$ cat src/rtl/pc_sequencer.sv
// Program-counter sequencer: produces fetch requests with a valid/ready
// handshake, sequential stepping, redirect/trap targets, pending-target capture and halt.
module pc_sequencer #(
  parameter int          XLEN         = 32,
  parameter logic [XLEN-1:0] RESET_VECTOR = '0,
  parameter int          STEP         = 4
) (
  input  logic            clk,
  input  logic            rst,
  input  logic            stall,
  input  logic            halt,
  input  logic            redirect_valid,
  input  logic            redirect_jalr,
  input  logic [XLEN-1:0] redirect_base,
  input  logic [XLEN-1:0] redirect_imm,
  input  logic            trap_valid,
  input  logic [XLEN-1:0] trap_vec,
  input  logic            fetch_ready,
  output logic            fetch_valid,
  output logic [XLEN-1:0] pc,
  output logic [XLEN-1:0] pc_next_seq,
  output logic            misalign_err,
  output logic [1:0]      o_dbg_state
);

  // Handshake: a request (pc) is offered while fetch_valid=1 and is accepted
  // in the cycle fetch_ready=1; once offered, pc and fetch_valid stay put until accepted.
  typedef enum logic [1:0] {
    S_BOOT = 2'd0,
    S_RUN  = 2'd1,
    S_WAIT = 2'd2,
    S_HALT = 2'd3
  } state_t;

  localparam logic [XLEN-1:0] STEP_X = XLEN'(STEP);
  localparam logic [XLEN-1:0] ALIGN_MASK = XLEN'(STEP - 1);

  state_t          r_state, w_state_n;
  logic [XLEN-1:0] r_pc, w_pc_n;
  logic [XLEN-1:0] r_pend_addr, w_pend_addr_n;
  logic            r_pend_valid, w_pend_valid_n;
  logic            r_pend_trap, w_pend_trap_n;
  logic            r_halt_lat, w_halt_lat_n;
  logic            r_misalign, w_misalign_n;

  logic            w_fetch_valid;
  logic            w_handshake;
  logic            w_slot;
  logic [XLEN-1:0] w_sum;
  logic [XLEN-1:0] w_redir_tgt;

  assign w_sum       = redirect_base + redirect_imm;
  assign w_redir_tgt = redirect_jalr ? {w_sum[XLEN-1:1], 1'b0} : w_sum;

  always_comb begin
    w_fetch_valid = 1'b0;
    case (r_state)
      S_RUN:   w_fetch_valid = !stall;
      S_WAIT:  w_fetch_valid = 1'b1;
      default: w_fetch_valid = 1'b0;
    endcase
  end

  assign w_handshake = w_fetch_valid && fetch_ready;
  // An update slot is any RUN/WAIT cycle that does not leave a request unaccepted.
  assign w_slot = ((r_state == S_RUN) && !(w_fetch_valid && !fetch_ready)) ||
                  ((r_state == S_WAIT) && fetch_ready);

  always_comb begin
    w_state_n      = r_state;
    w_pc_n         = r_pc;
    w_pend_addr_n  = r_pend_addr;
    w_pend_valid_n = r_pend_valid;
    w_pend_trap_n  = r_pend_trap;
    w_halt_lat_n   = r_halt_lat;
    w_misalign_n   = 1'b0;
    case (r_state)
      S_BOOT: w_state_n = S_RUN;
      S_RUN, S_WAIT: begin
        if (w_slot) begin
          if (trap_valid) begin
            w_pc_n       = trap_vec;
            w_misalign_n = (trap_vec & ALIGN_MASK) != '0;
          end else if (redirect_valid) begin
            w_pc_n       = w_redir_tgt;
            w_misalign_n = (w_redir_tgt & ALIGN_MASK) != '0;
          end else if (r_pend_valid) begin
            w_pc_n = r_pend_addr;
          end else if (w_handshake) begin
            w_pc_n = r_pc + STEP_X;
          end
          w_pend_valid_n = 1'b0;
          w_pend_trap_n  = 1'b0;
          w_halt_lat_n   = 1'b0;
          w_state_n      = (halt || r_halt_lat) ? S_HALT : S_RUN;
        end else begin
          // Request outstanding: remember what arrived and apply it on acceptance.
          w_state_n = S_WAIT;
          if (halt) w_halt_lat_n = 1'b1;
          if (trap_valid) begin
            w_pend_addr_n  = trap_vec;
            w_pend_valid_n = 1'b1;
            w_pend_trap_n  = 1'b1;
          end else if (redirect_valid && !r_pend_trap) begin
            w_pend_addr_n  = w_redir_tgt;
            w_pend_valid_n = 1'b1;
          end
        end
      end
      S_HALT: begin
        if (trap_valid) begin
          w_pc_n       = trap_vec;
          w_misalign_n = (trap_vec & ALIGN_MASK) != '0;
          w_state_n    = S_RUN;
        end
      end
      default: w_state_n = S_BOOT;
    endcase
  end

  always_ff @(posedge clk) begin
    if (rst) begin
      r_state      <= S_BOOT;
      r_pc         <= RESET_VECTOR;
      r_pend_addr  <= '0;
      r_pend_valid <= 1'b0;
      r_pend_trap  <= 1'b0;
      r_halt_lat   <= 1'b0;
      r_misalign   <= 1'b0;
    end else begin
      r_state      <= w_state_n;
      r_pc         <= w_pc_n;
      r_pend_addr  <= w_pend_addr_n;
      r_pend_valid <= w_pend_valid_n;
      r_pend_trap  <= w_pend_trap_n;
      r_halt_lat   <= w_halt_lat_n;
      r_misalign   <= w_misalign_n;
    end
  end

  assign fetch_valid  = w_fetch_valid;
  assign pc           = r_pc;
  assign pc_next_seq  = r_pc + STEP_X;
  assign misalign_err = r_misalign;
  assign o_dbg_state  = r_state;

endmodule

$ cat config.mk
export PLATFORM = sky130hd
export DESIGN_NAME = pc_sequencer
export DESIGN_NICKNAME = d
export VERILOG_FILES = /design/src/rtl/pc_sequencer.sv
export SDC_FILE = /design/constraint.sdc
export NUM_CORES = 1
export LEC_CHECK = 0
export ABC_AREA = 1
export BUFFER_PORTS_ARGS = -buffer_cell sky130_fd_sc_hd__buf_2
export CAP_MARGIN = 20
export CORE_ASPECT_RATIO = 1.1
export CORE_MARGIN = 3
export CORE_UTILIZATION = 32
export CTS_CLUSTER_DIAMETER = 60
export DETAILED_ROUTE_END_ITERATION = 16
export PLACE_DENSITY = 0.49
export RECOVER_POWER = 50
export SYNTH_ARGS = -nofsm -noshare
export SYNTH_HDL_FRONTEND = slang
export SYNTH_SLANG_ARGS = --single-unit
export TNS_END_PERCENT = 5
$ cat constraint.sdc
create_clock -name clk -period 5.5 [get_ports clk]
set_input_delay 1.375 -clock clk [delete_from_list [all_inputs] [get_ports clk]]
set_output_delay 1.375 -clock clk [all_outputs]
set_load 0.01 [all_outputs]
==> reports/metrics.cfg, run 1 <==
[cells_and_area]
stdcell_area_um2=8210
drive_gt1_share_pct=12.1
diodes=0
syn2layout_area_growth_pct=19.0
nets=1515

[critical_path]
worstSetupStartpoint=trap_valid
start_kind=primary input
cp_max_fo=42
critPathCaptureType=register
worst_ep_arrival_time_ns=4.22
critPathRequiredTime_ns=5.76
reg2reg_from=o_dbg_state[0]
crit_type=primary input to register

[clock_tree]
numCtsBuffers=9
post_cts_buffers=0
cts_root_buffer=clkbuf_16
cts-resized-gates=0
cts_sinks=70
ctsHtreeMaxLevel=3
clkLatencyLatePin_ns=0.34
postCtsHoldBufs=0
cts_tree=built
clkTransAtPathRegs_ns=0.06
clockBufferDepth=2

[sta]
worst_clock_skew_ns=0.0119
worst_pin_slew_ns=1.41
final.min_clock_period_ns=3.95
rsz0062_at_grt=false
fin_tns_setup_ns=0
max_freq_mhz=253
finalHoldViolations=0
fin_crit_sh_pct=71.9
slew_headroom_pct=6.26
slew_violations=0
setup_viol=0

[die]
die_h_um=160
top_level_ports=172
dieArea_um2=23400
core_area_um2=20900
die_w_um=146
initial_core_util_pct=33.1
num_rows=55

[worst_hold_path]
hold_start=r_pend_addr[0]
hold_class=register to register

[global_routing]
grt_max_degree=43
grt_pass1_vias=7576
top_usage_layer=met2
track_usage_pct=21.5
use_met2_pct=34.6
use_met3_pct=2.67
grt_use_met1_pct=31.1
grt_first_pass_wirelength_um=41000
overflow=0
antenna_found_initial=0

[yosys]
synthArstFlopShare_pct=0
syn-cell-area_um2=6900
synth_edf_count=0
ys_types=44
syn_nets=1369
syn_area_per_cell_um2=5.62
synth_seq_cells=70
yosysWarnings=0
syn_inst=1228
synth.top_cell.area_share_pct=20.9
seq_area_frac_synth_pct=20.3
ys_top_cells_by_area=nand2_1 21%, dfxtp_1 20%, a21oi_1 11%
synth_area_leader_cell=nand2_1
synthFlopType=dfxtp_1

[detailed_routing]
dr.pass1.iters=5
routedWlPerCell_um=15.4
drt_iter0_markers=542
drc=0
ant_nets=0
vias_per_cell=4.77
num_vias=7937
routed_wl_um=25700

[power]
p_per_area_nw_per_um2=403
p_leak_nw=4.21
ir_worst_vdd_v=0.000270

[placement]
place_area_um2=7970
hpwl_um=20600
port_buffers=171
gp_congestion=0.868

[run_status]
outcome=complete, no violations

[job]
maxCapViolCount=0

==> state kept, by name (all words and copies together), names as in the netlist <==
register	cells
r_halt_lat	1
r_pend_trap	1
r_pend_valid	1
pc	32
o_dbg_state	2
misalign_err	1
r_pend_addr	32
==> metrics by stage <==
step / hold slack, ns / std cells / setup WS (ns) / power (W) / util, %
after floorplan: 0.430 / 1228 / 2.46 / 0.00210 / -
after global placement: 0.459 / 1648 / 1.89 / 0.00268 / 38.2
after detailed placement: 0.453 / 1648 / 1.84 / 0.00270 / 38.2
after CTS: 0.465 / 1664 / 1.91 / 0.00334 / 39.8
after global routing: 0.489 / 1664 / 1.25 / 0.00360 / 39.4
final: 0.462 / 1664 / 1.55 / 0.00331 / 39.4
==> Yosys cell counts (5+ instances only) <==
master and number:
a21oi_1 154, buf_2 11, buf_4 5, clkbuf_1 27
dfxtp_1 70, ha_1 36, inv_1 162, nand2_1 385
nand2_2 5, nand3_1 80, nand3b_1 7, nand4_1 8
nor2_1 120, nor3_1 11, o21ai_0 69, xnor2_1 11
xor2_1 21
==> worst max-delay path, stage by stage <==
cell	delay [ns]
clkbuf_1	1.00
buf_4	0.42
nor2_2	0.07
buf_4	0.28
nand2_1	0.37
inv_1	0.11
a21oi_1	0.15
nand3_1	0.09
inv_1	0.11
o21ai_0	0.08
a31oi_1	0.15
==> final cells by class <==
| type | instances | area (um^2) |
|---|---|---|
| Fill cell | 2415 | 12600 |
| Inverter | 167 | 627 |
| Multi-Input combinational cell | 947 | 4650 |
| Timing Repair Buffer | 179 | 855 |
| Clock buffer | 9 | 225 |
| Tap cell | 285 | 357 |
| Clock inverter | 7 | 97.6 |
| Sequential cell | 70 | 1400 |
==> power by group <==
group / internal (W) / leakage [nW] / switching [W] / total, W
Clock: 0.000399 / 0.152 / 0.000239 / 0.000638
Sequential: 0.000711 / 0.576 / 0.000189 / 0.000899
Combinational: 0.000571 / 3.48 / 0.00120 / 0.00178
Total: 0.00168 / 4.21 / 0.00163 / 0.00331
==> path summary, 6_finish.rpt <==
check                    to  slack [ns]  cells after the start
max                   pc[0]        1.55                     11
min          r_pend_addr[0]        0.46                      2
max reg2reg          pc[14]        2.71                     12
min reg2reg  r_pend_addr[0]        0.46                      2
==> placed cells by master (no fill, tap or decap), types with 21 or more instances in the layout <==
| cell type | synthesis | routed |
|---|---|---|
| clkbuf_1 | 27 | 47 |
| buf_2 | 11 | 125 |
| inv_1 | 162 | 162 |
| ha_1 | 36 | 36 |
| o21ai_0 | 69 | 69 |
| a21oi_1 | 154 | 154 |
| dfxtp_1 | 70 | 70 |
| nor2_1 | 120 | 122 |
| xor2_1 | 21 | 21 |
| nand3_1 | 80 | 81 |
| nand2_1 | 385 | 386 |
==> routing by layer <==
metal / wire (um) / vias up
li1: - / 4215
met1: 12800 / 3507
met2: 11400 / 194
met3: 1130 / 21
met4: 296 / 0
met5: 0 / -
==> cell families after synthesis <==
logic type               share of synthesized area (%)
flip-flops                                        20.3
adder cells (fa/ha/maj)                           6.82
AND/OR/NAND/NOR                                   37.6
AO/OA/AOI/OAI                                     18.8
XOR/XNOR                                          4.53
buffers and inverters                             12.0
(Power assumes the default switching activity.)
==> inputs of run 2 (changes only) <==
==> constraint.sdc (replaced) <==
create_clock -name clk -period 3.8 [get_ports clk]
set_input_delay 0.95 -clock clk [delete_from_list [all_inputs] [get_ports clk]]
set_output_delay 0.95 -clock clk [all_outputs]
set_load 0.01 [all_outputs]
==> reports/metrics.cfg, run 2 (synthesized netlist as in run 1, its figures left out) <==
[sta]
hold_ws_ns=0.469
final.min_clock_period_ns=3.35
fin_tns_setup_ns=0
max_freq_mhz=298
worst_clock_skew_ns=0.00564
slew_violations=0
worst_pin_slew_ns=1.37
setup_viol=0
rsz0062_at_grt=false
finalHoldViolations=0
fin_crit_sh_pct=88.2
slew_headroom_pct=8.41

[power]
p_leak_nw=4.21
p_clk_share_pct=16.9
switching_share_pct=50.2
intPower_w=0.00232
total_power_w=0.00466
p_comb_share_pct=55.1
power_frac_seq_pct=28.0
ir_worst_vdd_v=0.000394
p_per_area_nw_per_um2=571
p_switching_w=0.00234

[clock_tree]
clkTransAtPathRegs_ns=0.06
cts_sinks=70
post_cts_buffers=0
cts-resized-gates=0
numCtsBuffers=9
cts_tree=built
cts_root_buffer=clkbuf_16
postCtsHoldBufs=0
clockBufferDepth=2
clkLatencyLatePin_ns=0.34
ctsHtreeMaxLevel=3

[placement]
gp_congestion=0.858
place_inst=1649
place_area_um2=7980
port_buffers=171
hpwl_um=20600

[global_routing]
antenna_found_initial=1
grt_pass1_vias=7583
grt_first_pass_wirelength_um=41100
grt_max_degree=41
track_usage_pct=21.6
overflow=0

[critical_path]
critPathCaptureType=register
crit_type=primary input to register
worst_ep_arrival_time_ns=3.57
critPathRequiredTime_ns=4.02
start_kind=primary input
cp_max_fo=23

[die]
top_level_ports=172
num_rows=55
dieArea_um2=23400
core_area_um2=20900
initial_core_util_pct=33.1
die_h_um=160
die_w_um=146

[cells_and_area]
stdcell_count=1664
syn2layout_area_growth_pct=18.4
diodes=0
final_common_cell=nand2_1
stdcell_area_um2=8170
drive_gt1_share_pct=12.3
final_cell_mix=386 x nand2_1, 162 x inv_1, 154 x a21oi_1
nets=1516

[detailed_routing]
drt_iter0_markers=561
dr.pass1.iters=5
routed_wl_um=25900
drc=0
routedWlPerCell_um=15.6
num_vias=8081
vias_per_cell=4.86
ant_nets=0

[job]
maxCapViolCount=0

[run_status]
outcome=complete, no violations

[worst_hold_path]
hold_class=register to register

run 2: cell count changes in the layout (fill, tap and decap cells not counted), sizes merged:
| cell | previous run | this run |
|---|---|---|
| inv | 167 | 166 |
| buf | 132 | 137 |
| clkinv | 3 | 2 |
| clkinvlp | 2 | 0 |
| clkbuf | 56 | 57 |
| bufinv | 2 | 0 |
run 2: path summary, 6_finish.rpt:
path	startpoint	endpoint	slack, ns	cells past startpoint
hold / removal	r_pend_addr[0]	r_pend_addr[0]	0.47	2
setup / recovery	rst	pc[14]	0.45	5
hold reg to reg	r_pend_addr[0]	r_pend_addr[0]	0.47	2
setup reg to reg	o_dbg_state[0]	pc[17]	0.77	12
run 2: critical path, cell delays in order:
cell and delay [ns]:
clkbuf_1 0.98, clkinv_1 1.01, buf_4 0.46, o21ai_0 0.10, a21oi_1 0.05
run 2: area by class of cell:
cell class	count	area, um^2
fillers	2458	12700
multi-input cells	947	4650
inverters	167	627
repair buffers	180	868
clock inverters	1	5.00
well taps	285	357
clock buffers	14	264
flip-flops and latches	70	1400
run 2: routing by layer:
| metal | routed length [um] | vias up | track usage, % |
|---|---|---|---|
| met2 | 11500 | 253 | 34.5 |
| met4 | 329 | 2 | 4.45 |
| met5 | 12 | - | 0 |
| li1 | - | 4219 | - |
| met3 | 1490 | 22 | 3.04 |
| met1 | 12600 | 3585 | 31.1 |
run 2: through the flow:
stage,utilization [%],setup slack (ns)
after global routing,39.2,0.254
final,39.2,0.449
after detailed placement,38.3,0.748
after floorplan,-,1.19
after global placement,38.3,0.786
after CTS,39.6,0.635
run 2: power groups by stage:
stage                     clock network (W)  logic [W]  registers [W]
after floorplan                           0    0.00174        0.00130
after global placement                    0    0.00259        0.00131
after detailed placement                  0    0.00259        0.00131
after CTS                          0.000799    0.00260        0.00130
after global routing               0.000826    0.00289        0.00134
final                              0.000788    0.00257        0.00131
==> inputs of run 3 (changes only) <==
--- a/config.mk
+++ b/config.mk
@@ -5,7 +5,6 @@
 export SDC_FILE = /design/constraint.sdc
 export NUM_CORES = 1
 export LEC_CHECK = 0
-export ABC_AREA = 1
 export BUFFER_PORTS_ARGS = -buffer_cell sky130_fd_sc_hd__buf_2
 export CAP_MARGIN = 20
 export CORE_ASPECT_RATIO = 1.1
==> reports/metrics.cfg, run 3 <==
[run_status]
outcome=complete, no violations

[critical_path]
crit_chain=and3_1, nand3_1, nor3_1, nand3_1, xnor2_1, buf_2
crit_slowest_cell=nor3_1
crit_top_cell=nand3_1
start_kind=register
crit_type=register to output pin
cp_top_family=simple AND/OR/NAND/NOR gates
worst_ep_arrival_time_ns=2.50
cp_max_fo=7
slowest_delay_ns=0.54
path_buf_inv=1
critPathCaptureType=output pin
critPathRequiredTime_ns=2.85
reg2reg_slack_ns=0.67

[sta]
fin_crit_sh_pct=90.8
worst_clock_skew_ns=0.00790
slew_headroom_pct=10.3
fin_ws_ns=0.348
fin_tns_setup_ns=0
final.min_clock_period_ns=3.45
rsz0062_at_grt=false
finalHoldViolations=0
max_freq_mhz=290
slew_violations=0
worst_pin_slew_ns=1.35
setup_viol=0

[yosys]
synth.top_cell.area_share_pct=22.2
ys_top_cells_by_area=dfxtp_1 22%, ha_1 7.1%, a21oi_1 5.8%
synthFlopType=dfxtp_1
yosysWarnings=0
syn_area_per_cell_um2=7.34
ys_types=70
synthArstFlopShare_pct=0
syn_inst=859
synth_most_common_cell=nor2_1
synth_area_leader_cell=dfxtp_1
synth_seq_cells=70
syn-cell-area_um2=6310
seq_area_frac_synth_pct=22.2
synth_edf_count=0
synth.top_cells.by_count=92 x nor2_1, 87 x nand2_1, 73 x a21oi_1, 70 x dfxtp_1, 59 x o21ai_0
syn_nets=1000

[detailed_routing]
num_vias=6801
dr.pass1.iters=5
drc=0
ant_nets=0
routed_wl_um=23400
vias_per_cell=5.41
drt_iter0_markers=441
routedWlPerCell_um=18.7

[clock_tree]
numCtsBuffers=9
clockBufferDepth=2
cts_tree=built
ctsHtreeMaxLevel=3
post_cts_buffers=0
cts_sinks=70
cts_root_buffer=clkbuf_16
clkLatencyLatePin_ns=0.34
clkTransAtPathRegs_ns=0.06
postCtsHoldBufs=0
cts-resized-gates=0

[cells_and_area]
multiInputGateArea_um2=4610
nets=1147
drive_gt1_share_pct=18.1
diodes=0
fill_cells=2116
final_cell_mix=124 x buf_2, 90 x nor2_1, 87 x nand2_1
seqCellArea_um2=1400
stdcell_count=1257
final_common_cell=buf_2
syn2layout_area_growth_pct=21.4

[power]
power_frac_seq_pct=27.1
p_leak_nw=3.20
p_comb_share_pct=53.8
intPower_w=0.00255
switching_share_pct=46.5
p_switching_w=0.00222
p_clk_share_pct=19.0
ir_worst_vdd_v=0.000428
p_per_area_nw_per_um2=623

[die]
initial_core_util_pct=32.8
num_rows=53
top_level_ports=172
die_h_um=153
dieArea_um2=21400
die_w_um=140
core_area_um2=19200

[global_routing]
overflow=0
grt_pass1_vias=6607
track_usage_pct=21.2
antenna_found_initial=0
grt_max_degree=41
grt_first_pass_wirelength_um=36600

[job]
maxCapViolCount=0

[placement]
place_inst=1242
hpwl_um=18000
place_ws_ns=0.200
port_buffers=171
gp_congestion=0.839

[worst_hold_path]
hold_class=register to register

[run 3: changes by cell type in the layout (fill, tap and decap cells not counted), sizes merged, moves of 25 or more]
cell,before,now
inv,166,18
nand3,82,26
nor2,126,92
a211oi,2,27
nand2,390,87
mux2i,0,35
a21oi,155,73
[run 3: cell families (layout without fill, tap and decap cells)]
kind of cell | after synthesis | count (layout) | synth area share [%]
fa+ha+maj | 37 | 37 | 7.46
flops | 70 | 70 | 22.2
buf+inv | 76 | 227 | 4.90
compound gates | 281 | 281 | 29.3
simple gates | 305 | 305 | 22.7
mux | 41 | 41 | 6.63
xor+xnor | 49 | 49 | 6.80
[run 3: per-layer routing]
layer  vias to the layer above  wire [um]  global-route usage [%]
met2                       218      10900                    34.8
met3                        36       1240                    2.32
met1                      3087      10600                    28.5
met5                         -          0                       0
met4                         0        701                    8.08
li1                       3460          -                       -
[run 3: final cells by class]
type	count	area share, %
Multi-Input combinational cell	713	60.2
Sequential cell	70	18.3
Timing Repair Buffer	193	12.5
Tap cell	247	4.04
Clock buffer	9	2.94
Clock inverter	6	1.14
Inverter	19	0.931
[run 3: path summary, 6_finish.rpt]
| check | startpoint | endpoint | cells after the start |
|---|---|---|---|
| setup / recovery | pc[4] | pc_next_seq[31] | 6 |
| hold / removal | r_pend_addr[20] | r_pend_addr[20] | 2 |
| setup reg to reg | o_dbg_state[1] | pc[29] | 11 |
| hold reg to reg | r_pend_addr[20] | r_pend_addr[20] | 2 |
[run 3: worst register-to-register path: stages, from the launching register on]
cell      delay (ns)
dfxtp_1         0.43
inv_1           0.09
ha_1            0.39
inv_1           0.15
o21ai_1         0.10
nand2_1         0.18
nand2_1         0.14
o31a_1          0.34
clkbuf_2        0.39
nor2_1          0.52
o221ai_1        0.20
o21ai_1         0.14
[run 3: through the flow]
step / util, % / area (um^2) / hold WS [ns] / power, W
detailed placement: 38.5 / 7410 / 0.446 / 0.00393
finish: 39.8 / 7660 / 0.453 / 0.00477
global route: 39.8 / 7660 / 0.477 / 0.00515
floorplan: - / 6310 / 0.429 / 0.00299
global placement: 38.5 / 7410 / 0.443 / 0.00392
CTS: 40.2 / 7720 / 0.454 / 0.00485
[run 3: power by group through the flow]
| stage | Combinational, W | Sequential, W | Clock [W] |
|---|---|---|---|
| finish | 0.00257 | 0.00129 | 0.000909 |
| global route | 0.00285 | 0.00134 | 0.000957 |
| CTS | 0.00264 | 0.00129 | 0.000928 |
| detailed placement | 0.00263 | 0.00130 | 0 |
| global placement | 0.00262 | 0.00130 | 0 |
| floorplan | 0.00169 | 0.00130 | 0 |
